===== src/rtl/ife_dispatch_scheduler.sv =====
// In-order block queue feeding either an idle core (round-robin) or the serial issue path.
// Safe head blocks fall back to serial after waiting WAIT_LIMIT cycles with every core busy.
module ife_dispatch_scheduler #(
    parameter int BLOCK_ID_WIDTH = 8,
    parameter int INSTR_WIDTH    = 32,
    parameter int BLOCK_SIZE     = 4,
    parameter int NUM_CORES      = 4,
    parameter int QUEUE_DEPTH    = 4,
    parameter int WAIT_LIMIT     = 8
) (
    input  logic                                clk,
    input  logic                                rst_n,
    input  logic                                flush,
    input  logic                                in_valid,
    output logic                                in_ready,
    input  logic [BLOCK_ID_WIDTH-1:0]           in_block_id,
    input  logic [BLOCK_SIZE*INSTR_WIDTH-1:0]   in_block,
    input  logic                                in_is_safe,
    input  logic [NUM_CORES-1:0]                core_done,
    output logic                                par_valid,
    output logic [NUM_CORES-1:0]                par_core,
    output logic [BLOCK_ID_WIDTH-1:0]           par_block_id,
    output logic [BLOCK_SIZE*INSTR_WIDTH-1:0]   par_block,
    output logic                                ser_valid,
    input  logic                                ser_ready,
    output logic [BLOCK_ID_WIDTH-1:0]           ser_block_id,
    output logic [BLOCK_SIZE*INSTR_WIDTH-1:0]   ser_block,
    output logic [NUM_CORES-1:0]                busy_mask,
    output logic [15:0]                         fallback_cnt
);
    localparam int BW  = BLOCK_SIZE * INSTR_WIDTH;
    localparam int QAW = $clog2(QUEUE_DEPTH);
    localparam int CW  = QAW + 1;
    localparam int RRW = (NUM_CORES > 1) ? $clog2(NUM_CORES) : 1;
    localparam int WW  = $clog2(WAIT_LIMIT + 1);
    localparam logic [WW-1:0]  WAIT_MAX = WW'(WAIT_LIMIT);
    localparam logic [RRW-1:0] LAST_CORE = RRW'(NUM_CORES - 1);

    logic [BLOCK_ID_WIDTH-1:0] q_id_q   [QUEUE_DEPTH];
    logic [BW-1:0]             q_blk_q  [QUEUE_DEPTH];
    logic                      q_safe_q [QUEUE_DEPTH];
    logic [QAW-1:0]            wr_q, rd_q;
    logic [CW-1:0]             cnt_q, cnt_d;

    logic [NUM_CORES-1:0]      busy_q, busy_d;
    logic [RRW-1:0]            rr_q;
    logic [WW-1:0]             wait_q, wait_d;
    logic [15:0]               fb_q;

    logic                      par_valid_q;
    logic [NUM_CORES-1:0]      par_core_q;
    logic [BLOCK_ID_WIDTH-1:0] par_id_q;
    logic [BW-1:0]             par_blk_q;
    logic                      ser_valid_q;
    logic [BLOCK_ID_WIDTH-1:0] ser_id_q;
    logic [BW-1:0]             ser_blk_q;

    logic                      empty, full, push, pop, ser_free, head_safe;
    logic                      pop_par, pop_unsafe, fallback, load_ser, found;
    logic [RRW-1:0]            pick_idx, cand;
    logic [NUM_CORES-1:0]      pick_oh;

    assign empty     = (cnt_q == '0);
    assign full      = (cnt_q == CW'(QUEUE_DEPTH));
    assign in_ready  = !full;
    assign push      = in_valid && !full && !flush;
    assign ser_free  = !ser_valid_q || ser_ready;
    assign head_safe = q_safe_q[rd_q];

    // First idle core at or after the round-robin pointer, wrapping.
    always_comb begin
        found    = 1'b0;
        pick_idx = '0;
        cand     = '0;
        for (int i = 0; i < NUM_CORES; i++) begin
            cand = RRW'((int'(rr_q) + i) % NUM_CORES);
            if (!found && !busy_q[cand]) begin
                found    = 1'b1;
                pick_idx = cand;
            end
        end
        pick_oh           = '0;
        pick_oh[pick_idx] = 1'b1;
    end

    // Flush suppresses any head decision so nothing dispatches in the following cycle.
    assign pop_par    = !empty && !flush && head_safe && found;
    assign pop_unsafe = !empty && !flush && !head_safe && ser_free;
    assign fallback   = !empty && !flush && head_safe && !found &&
                        (wait_q == WAIT_MAX) && ser_free;
    assign pop        = pop_par || pop_unsafe || fallback;
    assign load_ser   = pop_unsafe || fallback;

    always_comb begin
        cnt_d  = cnt_q + CW'(push) - CW'(pop);
        busy_d = (busy_q & ~core_done) | (pop_par ? pick_oh : '0);
        wait_d = wait_q;
        if (empty || pop || flush)
            wait_d = '0;
        else if (head_safe && !found && wait_q != WAIT_MAX)
            wait_d = wait_q + 1'b1;
    end

    always_ff @(posedge clk) begin
        if (push) begin
            q_id_q[wr_q]   <= in_block_id;
            q_blk_q[wr_q]  <= in_block;
            q_safe_q[wr_q] <= in_is_safe;
        end
    end

    always_ff @(posedge clk or negedge rst_n) begin
        if (!rst_n) begin
            wr_q        <= '0;
            rd_q        <= '0;
            cnt_q       <= '0;
            busy_q      <= '0;
            rr_q        <= '0;
            wait_q      <= '0;
            fb_q        <= '0;
            par_valid_q <= 1'b0;
            par_core_q  <= '0;
            par_id_q    <= '0;
            par_blk_q   <= '0;
            ser_valid_q <= 1'b0;
            ser_id_q    <= '0;
            ser_blk_q   <= '0;
        end else begin
            if (flush) begin
                wr_q  <= '0;
                rd_q  <= '0;
                cnt_q <= '0;
            end else begin
                if (push) wr_q <= wr_q + 1'b1;
                if (pop)  rd_q <= rd_q + 1'b1;
                cnt_q <= cnt_d;
            end
            busy_q      <= busy_d;
            wait_q      <= wait_d;
            par_valid_q <= pop_par;
            par_core_q  <= pop_par ? pick_oh : '0;
            if (pop_par) begin
                par_id_q  <= q_id_q[rd_q];
                par_blk_q <= q_blk_q[rd_q];
                rr_q      <= (pick_idx == LAST_CORE) ? '0 : pick_idx + 1'b1;
            end
            // The serial register may drain and refill on the same edge.
            if (load_ser) begin
                ser_valid_q <= 1'b1;
                ser_id_q    <= q_id_q[rd_q];
                ser_blk_q   <= q_blk_q[rd_q];
            end else if (ser_ready) begin
                ser_valid_q <= 1'b0;
            end
            if (fallback && fb_q != 16'hFFFF)
                fb_q <= fb_q + 16'd1;
        end
    end

    assign par_valid    = par_valid_q;
    assign par_core     = par_core_q;
    assign par_block_id = par_id_q;
    assign par_block    = par_blk_q;
    assign ser_valid    = ser_valid_q;
    assign ser_block_id = ser_id_q;
    assign ser_block    = ser_blk_q;
    assign busy_mask    = busy_q;
    assign fallback_cnt = fb_q;

endmodule


===== config.mk =====
export PLATFORM = sky130hd
export DESIGN_NAME = ife_dispatch_scheduler
export DESIGN_NICKNAME = d
export VERILOG_FILES = /design/src/rtl/ife_dispatch_scheduler.sv
export SDC_FILE = /design/constraint.sdc
export NUM_CORES = 1
export LEC_CHECK = 0
export CAP_MARGIN = 20
export CORE_MARGIN = 1.5
export CORE_UTILIZATION = 49
export DETAILED_ROUTE_END_ITERATION = 16
export PLACE_DENSITY = 0.86
export SYNTH_ARGS = -nofsm -noshare
export SYNTH_HDL_FRONTEND = slang
export SYNTH_SLANG_ARGS = --single-unit

===== constraint.sdc =====
create_clock -name clk -period 4.7 [get_ports clk]
set_clock_uncertainty 0.15 [all_clocks]
set_input_delay 0.47 -clock clk [delete_from_list [all_inputs] [get_ports clk]]
set_output_delay 0.47 -clock clk [all_outputs]
set_load 0.03 [all_outputs]

==> impl_results.md, run 1 <==
- Worst Hold Path Cells: 2
- Synthesis-to-finish area growth: 26.7%
- Worst Hold End: busy_mask[3]
- Outcome: complete, no violations
- Crit end category: flop
- WL final: 68.7 mm
- Post-synth top flop: edfxtp_1
- Starting Density: 49.4%
- Synth top area share: 51.9%
- Max stage delay on crit path: 810 ps
- I/O pin cnt: 445
- Crit path kind: flop to flop
- Synth top area cells: edfxtp_1, dfrtp_1, mux4_2, mux2_2, mux2_1
- Hold_sp: core_done[3]
- First-pass GRT wire length: 105 mm
- Post-route DRC violation count: 0
- RSZ-0062 raised after global routing: no
- Slowest cell on crit path: dfrtp_4
- Cell Area, Placed: 37,300 um2
- Final slew viol count: 0
- CTS tree: built
- WP depth: 11
- EDFF count, synth: 548
- Async S/R FF share, synth: 36.2%
- Buffers on Ports: 444
- Yosys reg bits: 859
- Fin area: 40,200 um2
- Gpl congestion: 0.823
- Max IR drop VDD: 0.570 mV
- Worst slew pin tran: 993 ps
- First-pass detailed-route iteration total: 5
- Total CTS buffers: 85
- Post-CTS Setup Inserts: 0
- Drt initial violations: 1,169
- Delay-heaviest family, CP: flip-flops
- Largest net degree at the start of global routing: 145
- Initial antenna violation count: 8
- DIE AREA: 66,300 um2
- Die H: 257 um
- Tot Pwr: 27.2 mW
- Top cell by count, worst path: inv_1
- Worst EP required: 5030 ps
- CP max FO: 37
- GRT Total Usage: 20.9%
- Leak Pwr: 14.3 nW
- Reg2reg setup slack: 1490 ps
- TNS Setup: 0 ps
- Share of cells above drive strength 1: 25.2%
- Row cnt: 93
- Vias in the first global route: 17,400
- Fin. Hold Viols: 0
- Avg Synthesized Cell Area: 21.4 um2
- Max clock buf depth: 3
- Mapped cell area: 31,700 um2
- Count of nets after finishing: 2,145
- Final setup viols: 0
- HP Class: input port to flop
- Nature of the critical path startpoint: flop
- Clk sinks: 859
- Drt via density: 5.46
- Clock Root Buffer: clkbuf_16
- Final core utilization: 62.6%
- Clock latency at the later pin of the worst-skew pair: 620 ps
- Post-route ant nets: 0
- DR WL/cell: 23.6 um
- Power per standard cell area: 676 nW/um2
- H-Tree Depth: 3
- Minimum clock period: 3210 ps
- Worst path arrival time: 3540 ps
- Syn Nets: 1,646
- Max Cap Viol: 0
- CTS resizes: 0
- Reg-to-Reg Start: rd_q[1]
- R2R depth: 11
- Core area: 64,200 um2
- Fmax: 311 MHz
- Final cycle utilization of the critical path: 68.4%
- Yosys warnings: 0
- Netlist cell types: 44
- Relative slew slack: 33.8%
- R2R Path End: cnt_q[2]
- Crit path buf inv count: 3
- Die width: 257 um
- Vias: 15,900
- Register area share after synthesis: 76.4%
- Dpl hpwl: 43.3 mm
- Mapped Cells: 1,486
- Grt total ovfl: 0
- Clock slew at reported path FFs: 60 ps
- Synth area leader: edfxtp_1
- Crit path cell chain: mux4_2, and4_4, a21oi_2, inv_1, ha_1, inv_1, ha_1, inv_1, fa_1, xnor2_1, nor2_1
-- area by class of cell --
type / count / area, um2
well taps: 855 / 1070
multi-input cells: 546 / 7120
inverters: 17 / 63.8
fillers: 4175 / 24000
repair buffers: 476 / 4850
diodes: 6 / 15.0
clock buffers: 119 / 2390
flip-flops and latches: 859 / 24200
clock inverters: 40 / 440
-- synth_stat cells, types with 10 or more instances --
| library cell | count |
|---|---|
| nand2_1 | 21 |
| and2_1 | 10 |
| edfxtp_1 | 548 |
| nor2_1 | 16 |
| xnor2_1 | 15 |
| clkbuf_1 | 18 |
| ha_1 | 13 |
| buf_2 | 38 |
| mux2_2 | 205 |
| dfrtp_1 | 311 |
| inv_1 | 17 |
| mux2_1 | 72 |
| mux4_2 | 137 |
-- kinds of logic (layout without fill, tap and decap cells) --
group                    after synthesis  in the layout  synth area share [%]
flip-flops                           859            859                  76.4
AO/OA/AOI/OAI                         17             17                 0.382
adder cells (fa/ha/maj)               14             14                 0.576
buffers and inverters                 81            652                  1.25
other                                  0              6                     0
AND/OR/NAND/NOR                       81             81                  1.30
multiplexers                         415            415                  19.6
XOR/XNOR                              19             19                 0.524
-- sequential cells by signal, indices dropped and copies added (netlist names) --
name,flops
par_block_id,8
par_core,4
rd_q,2
par_block,128
q_blk_q,512
ser_block_id,8
q_safe_q,4
rr_q,2
wr_q,2
ser_block,128
fallback_cnt,16
par_valid,1
ser_valid,1
busy_mask,4
cnt_q,3
q_id_q,32
wait_q,4
-- how the worst max path moves through the flow --
stage | slack (ps) | to | startpoint
2_1_floorplan | 1330 | q_blk_q[0][0] | cnt_q[1]
3_3_place_gp | 1500 | cnt_q[2] | rd_q[1]
3_5_place_dp | 1490 | cnt_q[2] | rd_q[1]
4_1_cts | 1470 | cnt_q[2] | rd_q[1]
5_1_grt | 1370 | cnt_q[2] | rd_q[1]
6_report | 1490 | cnt_q[2] | rd_q[1]
-- repair_timing --
action	CTS	global route
hold buffers	1	0
hold endpoints to repair	121	0
setup endpoints to repair	0	0
-- per-stage QoR --
step	instances	hold slack, ps	setup slack, ps
4_1_cts	2912	234	1470
3_5_place_dp	2752	326	1490
5_1_grt	2916	254	1370
3_3_place_gp	2752	318	1500
2_1_floorplan	1486	24.4	1330
6_report	2918	280	1490
-- power breakdown --
part	total, mW	internal, mW	switching, mW
registers	10.5	9.66	0.883
clock network	6.76	3.92	2.84
logic	9.85	4.52	5.32
total	27.2	18.1	9.05
-- layout by cell type (no fill, tap or decap), drive strengths merged, types with 3 or more instances in the layout --
cell	count
dfrtp	311
clkinvlp	4
buf	32
nor2	16
nand4	7
and2	10
and3	6
diode	6
clkinv	23
ha	13
clkdlybuf4s50	443
nand2b	4
inv	24
xnor2	15
nand2	21
mux4	137
edfxtp	548
nand3	7
mux2	277
clkbuf	119
xor2	4
o21ai	3
bufinv	6
-- worst reg2reg max path, cell delays in order, from the launching register on --
cell	delay, ps
dfrtp_4	810
mux4_2	480
and4_4	250
a21oi_2	200
inv_1	70
ha_1	290
inv_1	60
ha_1	130
inv_1	50
fa_1	380
xnor2_1	170
nor2_1	60
-- layer usage --
metal  vias up  global-route usage (%)  part of all wire [%]
met5         -                       0                 0.058
met4         6                    7.37                   2.7
met3       129                    6.11                   7.7
met2       554                    35.4                    52
met1      8402                    25.4                    38
li1       6852                       -                     -
(Power assumes the default switching activity.)
==> inputs of run 2 (changes only) <==
Clock period 4.7 ns to 2.6 ns, I/O delays scaled along.
==> impl_results.md, run 2 (same netlist as run 1, synthesis figures left out) <==
- Crit path kind: flop to flop (unchanged)
- Sequential cell area: 24,200 um2 (unchanged)
- Outcome: complete, but fails checks (was complete, no violations)
- Die width: 257 um (unchanged)
- DR WL/cell: 23.5 um (was 23.6 um)
- Starting Density: 49.4% (unchanged)
- Dpl hpwl: 44.6 mm (was 43.3 mm)
- Violated checks: setup timing
- Die H: 257 um (unchanged)
- Fin. Hold Viols: 0 (unchanged)
- Max clock buf depth: 3 (unchanged)
- Buffers on Ports: 444 (unchanged)
- Vias: 16,100 (was 15,900)
- DIE AREA: 66,300 um2 (unchanged)
- Post-route ant nets: 0 (unchanged)
- Final slew viol count: 0 (unchanged)
- Clock latency at the later pin of the worst-skew pair: 620 ps (about the same)
- Flop pwr share: 38.3% (was 38.8%)
- Clock slew at reported path FFs: 60 ps (about the same)
- Row cnt: 93 (unchanged)
- Tot Pwr: 49.7 mW (was 27.2 mW)
- Grt total ovfl: 0 (unchanged)
- Clock Root Buffer: clkbuf_16 (unchanged)
- Final setup viols: 2 (was 0)
- I/O pin cnt: 445 (unchanged)
- Multi-input logic area: 7170 um2 (was 7120 um2)
- First-pass GRT wire length: 107 mm (was 105 mm)
- Worst EP required: 2950 ps (was 5030 ps)
- First-pass detailed-route iteration total: 4 (was 5)
- Cell Area, Placed: 37,900 um2 (was 37,300 um2)
- Drt initial violations: 1,139 (was 1,169)
- Leak Pwr: 14.7 nW (was 14.3 nW)
- Switching share of power: 33.2% (was 33.3%)
- Total CTS buffers: 87 (was 85)
- Logic pwr share: 36.9% (was 36.3%)
- Commonest non-fill, non-tap cell in the layout: edfxtp_1 (unchanged)
- Initial antenna violation count: 12 (was 8)
- Largest Register: q_blk_q (unchanged)
- Final WS setup: -53.7 ps (was 1490 ps)
- Max IR drop VDD: 1.03 mV (was 0.570 mV)
- WL final: 69.9 mm (was 68.7 mm)
- Fmax: 377 MHz (was 311 MHz)
- GRT Total Usage: 21.2% (was 20.9%)
- Worst path arrival time: 3000 ps (was 3540 ps)
- CP max FO: 3 (was 37)
- Most frequent cells in the layout: edfxtp_1, clkdlybuf4s50_1, dfrtp_1 (unchanged)
- Pint: 33.2 mW (was 18.1 mW)
- Worst slew pin tran: 915 ps (was 993 ps)
- Relative slew slack: 39.0% (was 33.8%)
- Max reg flops: 512 (unchanged)
- Switching power: 16.5 mW (was 9.05 mW)
- CTS tree: built (unchanged)
- Synthesis-to-finish area growth: 28.7% (was 26.7%)
- Gpl congestion: 0.816 (was 0.823)
- Power per standard cell area: 1220 nW/um2 (was 676 nW/um2)
- Drt via density: 5.43 (was 5.46)
- Minimum clock period: 2650 ps (was 3210 ps)
- Vias in the first global route: 17,800 (was 17,400)
- Max Cap Viol: 0 (unchanged)
- Share of cells above drive strength 1: 27.3% (was 25.2%)
- Fin area: 40,800 um2 (was 40,200 um2)
- RSZ-0062 raised after global routing: yes (was no)
- Nature of the critical path startpoint: flop (unchanged)
- HP Class: input port to flop (unchanged)
- Clk pwr share: 24.8% (was 24.9%)
- Final cycle utilization of the critical path: 102% (was 68.4%)
- Clk sinks: 859 (unchanged)
- Crit end category: flop (unchanged)
- Count of nets after finishing: 2,196 (was 2,145)
- Largest net degree at the start of global routing: 139 (was 145)
- Core area: 64,200 um2 (unchanged)
- H-Tree Depth: 3 (unchanged)
- Post-route DRC violation count: 0 (unchanged)
- Fill cell count: 4,156 (was 4,175)
-- run 2: cell count changes in the layout (fill, tap and decap cells not counted), moves of 3 or more --
cell | previous run | this run
buf_12 | 13 | 28
buf_4 | 18 | 52
clkbuf_16 | 86 | 89
clkinv_1 | 2 | 6
clkinv_4 | 0 | 3
clkinvlp_4 | 4 | 1
inv_1 | 17 | 14
inv_2 | 0 | 3
-- run 2: what timing repair did --
action	CTS	global route
resized for setup	0	8
endpoints found under the hold margin	77	0
setup endpoints to repair	2	2
hold buffers	1	0
pin swaps	0	3
setup buffers	2	0
-- run 2: final cells by class --
cell class | instances | area share, %
flip-flops and latches | 859 | 59.4
multi-input cells | 546 | 17.5
repair buffers | 525 | 13.2
clock buffers | 123 | 6.08
well taps | 855 | 2.62
clock inverters | 40 | 0.956
inverters | 17 | 0.156
diodes | 6 | 0.0368
-- run 2: final timing paths --
check | startpoint | to | slack, ps | cells after the start
hold / removal | core_done[3] | busy_mask[3] | 90 | 2
setup reg to reg | rd_q[0] | cnt_q[2] | -50 | 11
hold reg to reg | par_block[96] | par_block[96] | 340 | 1
setup / recovery | rd_q[0] | cnt_q[2] | -50 | 11
max in group asynchronous | rst_n | par_block[18] | 1330 | 3
min in group asynchronous | rst_n | ser_block[118] | 120 | 2
-- run 2: power groups by stage --
stage                     Sequential (mW)  Clock, mW  Combinational (mW)
after floorplan                      23.3          0                6.53
after global placement               18.9          0                17.7
after detailed placement             19.2          0                18.2
after CTS                            19.0       12.6                18.4
after global routing                 19.3       13.1                19.2
final                                19.0       12.3                18.3
-- run 2: per-layer routing --
layer	track usage [%]	up-vias	share of wire [%]
met1	26.2	8497	39
met5	0	-	0.12
met4	8.24	12	3.0
li1	-	6958	-
met3	4.85	141	5.8
met2	36.4	533	53
-- run 2: critical path, cell delays in order, from the launching register on --
cell     delay, ps
dfrtp_4        410
mux4_2         550
and4_4         190
a21oi_4        130
inv_2           60
ha_4           210
inv_2           60
ha_4           120
inv_2           40
fa_2           400
xnor2_2        160
nor2_1          70
-- run 2: through the flow --
step | util, % | std cells | TNS (ps) | hold WS (ps) | worst slack (ps)
floorplan | - | 1486 | -2720 | -186 | -230
global placement | 59.0 | 2799 | 0 | 188 | 0.121
detailed placement | 59.0 | 2799 | -60.2 | 202 | -34.5
CTS | 63.5 | 2965 | -50.5 | 27.7 | -35.0
global route | 63.6 | 2971 | -176 | 60.4 | -118
finish | 63.6 | 2971 | -57.5 | 94.1 | -53.7
==> inputs of run 3 (changes only) <==
Settings changed: ABC_AREA from default to 1, PLACE_DENSITY 0.86 to 0.85.
==> impl_results.md, run 3 <==
- Starting Density: 49.7% (was 49.4%)
- CP max FO: 6 (was 3)
- Sequential cell area: 24,300 um2 (was 24,200 um2)
- Clk pwr share: 26.1% (was 24.8%)
- Yosys warnings: 0 (unchanged)
- Tot Pwr: 47.9 mW (was 49.7 mW)
- Fmax: 392 MHz (was 377 MHz)
- Top cells by count, synth: nand2_1, edfxtp_1, dfrtp_1, nor2_1, o21ai_0 (was edfxtp_1, dfrtp_1, mux2_2, mux4_2, mux2_1)
- WL final: 82.9 mm (was 69.9 mm)
- I/O pin cnt: 445 (unchanged)
- Synth top area share: 50.3% (was 51.9%)
- Worst EP required: 3020 ps (was 2950 ps)
- Most frequent cells in the layout: nand2_1, edfxtp_1, clkdlybuf4s50_1 (was edfxtp_1, clkdlybuf4s50_1, dfrtp_1)
- Relative slew slack: 43.6% (was 39.0%)
- Multi-input logic area: 7630 um2 (was 7170 um2)
- Async S/R FF share, synth: 36.2% (unchanged)
- Switching share of power: 36.4% (was 33.2%)
- GRT Total Usage: 23.9% (was 21.2%)
- First-pass detailed-route iteration total: 5 (was 4)
- Fin area: 41,700 um2 (was 40,800 um2)
- Outcome: complete, no violations (was complete, but fails checks)
- Leak Pwr: 16.8 nW (was 14.7 nW)
- Post-route DRC violation count: 0 (unchanged)
- Avg Synthesized Cell Area: 11.7 um2 (was 21.4 um2)
- Clk sinks: 859 (unchanged)
- HP Class: input port to flop (unchanged)
- Clock slew at reported path FFs: 70 ps (was 60 ps)
- Worst path arrival time: 2970 ps (was 3000 ps)
- Grt total ovfl: 0 (unchanged)
- DR WL/cell: 19.6 um (was 23.5 um)
- DR top layer: met5 (unchanged)
- Fill cell count: 4,611 (was 4,156)
- Largest Register: q_blk_q (unchanged)
- M1 WL: 31.5 mm (was 27.0 mm)
- EDFF count, synth: 548 (unchanged)
- Yosys reg bits: 859 (unchanged)
- Drt initial violations: 2,135 (was 1,139)
- Largest net degree at the start of global routing: 167 (was 139)
- Power per standard cell area: 1150 nW/um2 (was 1220 nW/um2)
- Final setup viols: 0 (was 2)
- Worst Hold Slack: 59.4 ps (was 94.1 ps)
- Netlist cell types: 31 (was 44)
- Cell Area, Placed: 38,700 um2 (was 37,900 um2)
- Worst slew pin tran: 845 ps (was 915 ps)
- Nature of the critical path startpoint: flop (unchanged)
- DR WL met3: 6.09 mm (was 4.05 mm)
- Die width: 261 um (was 257 um)
- Vias: 23,200 (was 16,100)
- Final slew viol count: 0 (unchanged)
- Pint: 30.4 mW (was 33.2 mW)
- Core area: 65,900 um2 (was 64,200 um2)
- Commonest non-fill, non-tap cell in the layout: nand2_1 (was edfxtp_1)
- CTS tree: built (unchanged)
- H-Tree Depth: 3 (unchanged)
- Synthesis-to-finish area growth: 27.6% (was 28.7%)
- Initial antenna violation count: 23 (was 12)
- Max Cap Viol: 0 (unchanged)
- Count of nets after finishing: 3,436 (was 2,196)
- Clock latency at the later pin of the worst-skew pair: 630 ps (was 620 ps)
- Max reg flops: 512 (unchanged)
- Fin. Hold Viols: 0 (unchanged)
- Max IR drop VDD: 0.808 mV (was 1.03 mV)
- Mapped Cells: 2,804 (was 1,486)
- Total CTS buffers: 85 (was 87)
- Switching power: 17.4 mW (was 16.5 mW)
- Vias in the first global route: 22,900 (was 17,800)
- Crit end category: flop (unchanged)
- Share of cells above drive strength 1: 8.09% (was 27.3%)
- Post-synth top flop: edfxtp_1 (unchanged)
- Dpl hpwl: 50.1 mm (was 44.6 mm)
- Gpl congestion: 0.870 (was 0.816)
- Post-route ant nets: 0 (unchanged)
- Flop pwr share: 38.8% (was 38.3%)
- Synth top area cells: edfxtp_1, dfrtp_1, nand2_1, o21ai_0, nor2_1 (was edfxtp_1, dfrtp_1, mux4_2, mux2_2, mux2_1)
- Final cycle utilization of the critical path: 98.1% (was 102%)
- Count leader, synth: nand2_1 (was edfxtp_1)
- Drt via density: 5.48 (was 5.43)
- Clock Root Buffer: clkbuf_16 (unchanged)
- Register area share after synthesis: 74.1% (was 76.4%)
- Row cnt: 94 (was 93)
- Synth area leader: edfxtp_1 (unchanged)
- Logic pwr share: 35.2% (was 36.9%)
- Crit path kind: flop to flop (unchanged)
- Mapped cell area: 32,700 um2 (was 31,700 um2)
- Wire length on met2: 41.5 mm (was 36.7 mm)
- Die H: 261 um (was 257 um)
- TNS Setup: 0 ps (was -57.5 ps)
- Buffers on Ports: 444 (unchanged)
- Max clock buf depth: 3 (unchanged)
- Minimum clock period: 2550 ps (was 2650 ps)
- RSZ-0062 raised after global routing: yes (unchanged)
- Syn Nets: 2,964 (was 1,646)
- Final core utilization: 63.3% (was 63.6%)
- First-pass GRT wire length: 127 mm (was 107 mm)
- DIE AREA: 68,300 um2 (was 66,300 um2)
## run 3: power groups by stage
stage / combinational [mW] / sequential [mW] / clock [mW]
after floorplan: 5.77 / 22.4 / 0
after global placement: 16.2 / 18.7 / 0
after detailed placement: 16.6 / 18.7 / 0
after CTS: 16.8 / 18.5 / 12.6
after global routing: 18.1 / 18.8 / 13.2
final: 16.8 / 18.6 / 12.5
## run 3: per-stage QoR
step / worst slack (ps) / std cells
after global placement: -109 / 4047
after CTS: 0.807 / 4212
after global routing: -100 / 4228
after floorplan: -871 / 2804
after detailed placement: -120 / 4047
final: 50.0 / 4229
## run 3: cell type report
class	count	area share (%)
repair buffers	538	13.3
flip-flops and latches	859	58.1
clock inverters	36	0.855
inverters	68	0.657
diodes	16	0.0960
well taps	864	2.59
multi-input cells	1724	18.3
clock buffers	124	6.09
## run 3: what timing repair did
item                                    in CTS  in global routing
setup buffers                                2                  1
hold buffers                                 3                  0
pin swaps                                    1                  1
endpoints found under the setup margin       1                 85
hold endpoints to repair                   244                  0
resized for setup                            2                 10
## run 3: logic make-up (layout without fill, tap and decap cells)
group	count (synthesis)	in the layout	synth area share, %
AO/OA/AOI/OAI	426	426	7.07
XOR/XNOR	15	15	0.402
adder cells (fa/ha/maj)	14	14	0.559
buffers and inverters	221	766	2.88
flip-flops	859	859	74.1
other	0	16	0
AND/OR/NAND/NOR	1269	1269	15.0
## run 3: worst max-delay path, cell delays in order (launching register included)
cell     delay [ps]
dfrtp_2         450
buf_4           160
nand2_1         100
o21ai_4          90
nor2_4          140
nand3_4         130
nand2_4         100
nand2_4          50
nand2_2          60
ha_1            220
inv_1            60
ha_1            120
inv_1            40
fa_1            370
xor2_1          150
nor2_1           80
## run 3: worst paths after layout
kind	start	to	depth (start not counted)	slack, ps
setup / recovery	rr_q[0]	cnt_q[2]	15	50
hold / removal	core_done[0]	busy_mask[0]	2	60
setup reg to reg	rr_q[0]	cnt_q[2]	15	50
hold reg to reg	par_block[99]	par_block[99]	2	330
max in group asynchronous	rst_n	par_block[105]	4	620
min in group asynchronous	rst_n	ser_block_id[6]	3	540
## run 3: layer usage
layer	vias to the layer above	GRT usage [%]
li1	10500	-
met4	18	12.4
met2	995	40.0
met3	221	4.91
met5	-	0
met1	11400	29.6
